===== config.mk =====
export PLATFORM = sky130hd
export DESIGN_NAME = req_arbiter_4
export DESIGN_NICKNAME = d
export VERILOG_FILES = /design/src/rtl/req_arbiter_4_pkg.sv /design/src/rtl/req_arbiter_4_pick.sv /design/src/rtl/req_arbiter_4.sv
export SDC_FILE = /design/constraint.sdc
export NUM_CORES = 1
export LEC_CHECK = 0
export CORE_MARGIN = 2
export CORE_UTILIZATION = 46
export CTS_CLUSTER_DIAMETER = 200
export DETAILED_ROUTE_END_ITERATION = 10
export PLACE_DENSITY = 0.72
export RECOVER_POWER = 25
export SYNTH_ARGS = -nofsm -noshare
export SYNTH_HDL_FRONTEND = slang
export SYNTH_SLANG_ARGS = --single-unit

===== constraint.sdc =====
create_clock -name clk -period 1.87 [get_ports clk]
set_clock_uncertainty 0.2 [all_clocks]
set_input_delay 0.2805 -clock clk [delete_from_list [all_inputs] [get_ports clk]]
set_output_delay 0.2805 -clock clk [all_outputs]
set_load 0.1 [all_outputs]

===== src/rtl/req_arbiter_4_pkg.sv =====
// Shared definitions for the 4-requester arbiter: requester count, id width
// and the two-state arbitration FSM encoding.
package req_arbiter_4_pkg;

    localparam int NUM_REQ = 4;
    localparam int ID_W    = 2;

    typedef enum logic {
        ST_IDLE  = 1'b0,
        ST_GRANT = 1'b1
    } state_t;

endpackage


===== src/rtl/req_arbiter_4_pick.sv =====
// Rotated priority encoder: searches start, start-1, ... (mod 4) and returns the
// first requester found. Fixed priority is the special case start = 3.
module prio_pick_4
    import req_arbiter_4_pkg::*;
(
    input  logic [NUM_REQ-1:0] req,
    input  logic [ID_W-1:0]    start,
    output logic [ID_W-1:0]    id,
    output logic               any
);

    logic [ID_W-1:0] cand;

    // Walk from the lowest-priority slot up so the last hit is the highest priority.
    always_comb begin
        id   = '0;
        any  = 1'b0;
        cand = '0;
        for (int i = NUM_REQ - 1; i >= 0; i--) begin
            cand = start - ID_W'(i);
            if (req[cand]) begin
                id  = cand;
                any = 1'b1;
            end
        end
    end

endmodule


===== src/rtl/req_arbiter_4.sv =====
// Four-requester arbiter with fixed or round-robin priority, grant held until the
// owner releases or the hold limit expires while another requester is waiting.
module req_arbiter_4
    import req_arbiter_4_pkg::*;
#(
    parameter int MAX_HOLD = 8,
    parameter int HOLD_W   = 4
) (
    input  logic               clk,
    input  logic               rst,
    input  logic [NUM_REQ-1:0] req,
    input  logic               rr_en,
    output logic [NUM_REQ-1:0] grant,
    output logic [ID_W-1:0]    grant_id,
    output logic               grant_valid
);

    state_t              state, state_nxt;
    logic [ID_W-1:0]     rr_ptr, rr_ptr_nxt;
    logic [HOLD_W-1:0]   hold_cnt, hold_cnt_nxt;
    logic [NUM_REQ-1:0]  grant_nxt;
    logic [ID_W-1:0]     grant_id_nxt;
    logic [ID_W-1:0]     pick_start;
    logic [ID_W-1:0]     pick_id;
    logic                pick_any;
    logic                owner_req;
    logic                others_req;
    logic                at_limit;

    assign pick_start = rr_en ? rr_ptr : ID_W'(NUM_REQ - 1);

    prio_pick_4 u_pick (
        .req   (req),
        .start (pick_start),
        .id    (pick_id),
        .any   (pick_any)
    );

    assign owner_req  = req[grant_id];
    assign others_req = |(req & ~grant);
    assign at_limit   = (hold_cnt == HOLD_W'(MAX_HOLD));

    always_comb begin
        state_nxt    = state;
        grant_nxt    = grant;
        grant_id_nxt = grant_id;
        rr_ptr_nxt   = rr_ptr;
        hold_cnt_nxt = hold_cnt;
        case (state)
            ST_IDLE: begin
                grant_nxt = '0;
                if (pick_any) begin
                    state_nxt    = ST_GRANT;
                    grant_nxt    = NUM_REQ'(1) << pick_id;
                    grant_id_nxt = pick_id;
                    rr_ptr_nxt   = pick_id - ID_W'(1);
                    hold_cnt_nxt = HOLD_W'(1);
                end
            end
            ST_GRANT: begin
                // A drop and a limit expiry on the same edge are one ordinary release.
                if (!owner_req || (at_limit && others_req)) begin
                    state_nxt    = ST_IDLE;
                    grant_nxt    = '0;
                    hold_cnt_nxt = '0;
                end else if (at_limit) begin
                    hold_cnt_nxt = HOLD_W'(1);
                end else if (hold_cnt < HOLD_W'(MAX_HOLD)) begin
                    hold_cnt_nxt = hold_cnt + HOLD_W'(1);
                end
            end
            default: begin
                state_nxt    = ST_IDLE;
                grant_nxt    = '0;
                hold_cnt_nxt = '0;
            end
        endcase
    end

    always_ff @(posedge clk or posedge rst) begin
        if (rst) begin
            state       <= ST_IDLE;
            grant       <= '0;
            grant_id    <= '0;
            grant_valid <= 1'b0;
            rr_ptr      <= ID_W'(NUM_REQ - 1);
            hold_cnt    <= '0;
        end else begin
            state       <= state_nxt;
            grant       <= grant_nxt;
            grant_id    <= grant_id_nxt;
            grant_valid <= |grant_nxt;
            rr_ptr      <= rr_ptr_nxt;
            hold_cnt    <= hold_cnt_nxt;
        end
    end

endmodule


==> metrics.cfg <==
[setup_path]
worstPathMaxFanout=3
critPathRequiredTime_ns=1.84
path_delay_family=compound AO/OA/AOI/OAI gates
path_class=in2reg
r2r_end=rr_ptr[1]
timing.reg2reg.worst_path_depth=5
critical_path_buf_inv_count=1
timing.critical_path.from_type=primary input
slowest_delay_ns=0.50
crit_path_start=req[3]
crit_path_cell_trace=clkdlybuf4s50_1 > or3b_1 > a211oi_1 > o32a_2 > nor2_1 > a22o_1
regToRegSetupSlack_ns=-0.04
worstPathArrival_ns=1.89
cp_num_cells=6
worstSetupEndpointType=flip-flop
crit_path_end=grant[2]
crit-reg2reg-launch=rr_ptr[1]
cp_slowest_cell=sky130_fd_sc_hd__clkdlybuf4s50_1

[layout]
final_cell_mix=23 x sky130_fd_sc_hd__buf_4, 10 x sky130_fd_sc_hd__nand2_1, 7 x sky130_fd_sc_hd__a21oi_1, 7 x sky130_fd_sc_hd__buf_12, 6 x sky130_fd_sc_hd__dfrtp_1
final_area_um2=1350
most_frequent_standard_cell_in_the_layout_excluding_fill_and_tap_cells=sky130_fd_sc_hd__buf_4
drive_gt1_frac=0.394
finalNonFillerCells=157
finish.net_count=142
area_growth_pct=57.7
nFillCells=122
insertedDiodeCount=0

[cts]
root_buffer=sky130_fd_sc_hd__clkbuf_4
cts_made_buffers=3
post_cts_hold_buffer_count=0
clock_sinks=14
max-clock-path-buffers=2
clock_latency_ns=0.28
clkTransAtPathRegs_ns=0.09
cts_tree=built
h-tree-depth=1

[synth]
synth_cell_types=34
yosys_most_used_dff=sky130_fd_sc_hd__dfrtp_1
synth-seq-cells=14
syn_inst=92
synth_area_leaders=sky130_fd_sc_hd__dfrtp_1 35%, sky130_fd_sc_hd__dfstp_2 6.1%, sky130_fd_sc_hd__o21ai_0 4.7%
synth_nets=101
syn_area_per_cell_um2=9.30
yosysTopAreaCell=sky130_fd_sc_hd__dfrtp_1
count_of_synthesis_stage_warnings_from_yosys=0
number_of_enable_type_register_cells_in_the_synthesized_netlist=0
syn_area_um2=856
synth_sequential_area_ratio=0.412
synthDominantCellAreaShare=0.351
synth-async-reset-ratio=1.00

[die]
die_height_um=47.1
floorplan.rows=15
io-pin-count=14
fp.dieArea_um2=2220
initial_cell_density_of_the_core=0.490
core_area_um2=1750
x_dimension_of_the_die_um=47.1

[detailed_routing]
wl_cell_um=16.2
finalWirelength_um=2540
ant_nets=0
number_of_drc_markers_in_iteration_0=37
drc=0
route.vias.total=906
drtPass1Iterations=4
viasPerCell=5.77

[timing]
timing_worst_slew_pin_value_ns=0.541
pins_over_slew_limit=0
final.min_clock_period_ns=1.92
slew_headroom=0.637
timing.final.ws_setup_ns=-0.0482
tns_ns=-0.0961
finalHoldViolations=0
maxClockFrequency_ghz=0.521
final.period_utilization=1.03
final-setup-viol-count=2
rsz0062_at_grt=true

[global_routing]
grtUsageTotal=0.254
antenna_found_initial=0
globalRoute.totalOverflow=0
grt_first_pass_wirelength_um=3970
pin_count_of_the_biggest_net_entering_global_routing=15
grt_pass1_vias=873

[run_status]
outcome=finished, violations left
violations=setup timing

[pwr]
ir_worst_vdd_mv=1.52
power.total_w=0.00252
leakage_nw=0.594
cellPowerDensity_nw_per_um2=1860

[placement]
dp_area_um2=1280
hpwl_um=1860
globalplace.congestion=0.852
placement.io_buffers=13
dp.cells=152

[hold_path]
worstHoldPathType=in2async

[job]
cap_violations=0

## flip-flops by register name, indices dropped and copies added, names as in the netlist
| name | count |
|---|---|
| grant | 4 |
| rr_ptr | 2 |
| state | 1 |
| grant_id | 2 |
| hold_cnt | 4 |
| grant_valid | 1 |
## layer usage
metal  GRT usage  vias to the layer above  routed length, um
met4      0.0667                        0                 21
li1            -                      428                  -
met3      0.0269                        4                126
met2       0.425                       40               1260
met5           0                        -                  0
met1       0.353                      434               1130
## per-stage QoR
| step | utilization | setup WS (ns) | hold slack [ns] |
|---|---|---|---|
| floorplan | - | 0.00579 | -0.0319 |
| global placement | 0.733 | -0.335 | 0.290 |
| detailed placement | 0.733 | -0.374 | 0.323 |
| CTS | 0.756 | -0.0503 | 0.144 |
| global route | 0.773 | -0.0768 | 0.333 |
| finish | 0.773 | -0.0482 | 0.268 |
## layout make-up
class,instances,area (um2),area share
multi-input combinational,70,505,0.374
sequential,14,365,0.271
tap,25,31.3,0.0232
timing repair buffer,37,385,0.285
inverter,7,26.3,0.0195
clock buffer,4,36.3,0.0269
## power breakdown
group | internal [W] | switching [W] | leakage [nW]
Sequential | 0.000465 | 0.000173 | 0.165
Combinational | 0.000694 | 0.000964 | 0.409
Clock | 0.000118 | 0.000102 | 0.0210
## Yosys cell counts, types with 2 or more instances
cell	n
sky130_fd_sc_hd__a31oi_1	2
sky130_fd_sc_hd__a21oi_1	7
sky130_fd_sc_hd__nand2b_1	2
sky130_fd_sc_hd__nand2_1	10
sky130_fd_sc_hd__or2b_1	3
sky130_fd_sc_hd__dfstp_2	2
sky130_fd_sc_hd__a41oi_1	2
sky130_fd_sc_hd__ha_1	2
sky130_fd_sc_hd__o21ai_0	8
sky130_fd_sc_hd__nand3b_1	3
sky130_fd_sc_hd__a211oi_1	3
sky130_fd_sc_hd__inv_1	7
sky130_fd_sc_hd__nand3_1	2
sky130_fd_sc_hd__a22o_1	3
sky130_fd_sc_hd__nor2_1	4
sky130_fd_sc_hd__nor3_1	2
sky130_fd_sc_hd__dfrtp_1	12
sky130_fd_sc_hd__a21o_1	2
## kinds of logic (layout without fill, tap and decap cells)
logic type,Yosys count,after routing,synth area share
buf+inv,8,48,0.0365
simple gates,34,34,0.225
flops,14,14,0.412
fa+ha+maj,2,2,0.0292
compound gates,33,33,0.285
mux,1,1,0.0117
## repair_timing
action	CTS	global route
gates resized for setup	2	10
pin swaps	3	4
setup endpoints to repair	3	11
hold endpoints to repair	0	0
buffers inserted	0	2
## worst min path at each step
stage / from / to / slack, ns
2_1_floorplan: rst / grant_valid / -0.03
3_3_place_gp: state / hold_cnt[0] / 0.29
3_5_place_dp: rr_ptr[0] / rr_ptr[0] / 0.32
4_1_cts: rst / grant_valid / 0.14
5_1_grt: rst / hold_cnt[1] / 0.33
6_report: rst / hold_cnt[3] / 0.27
(Power assumes the default switching activity.)
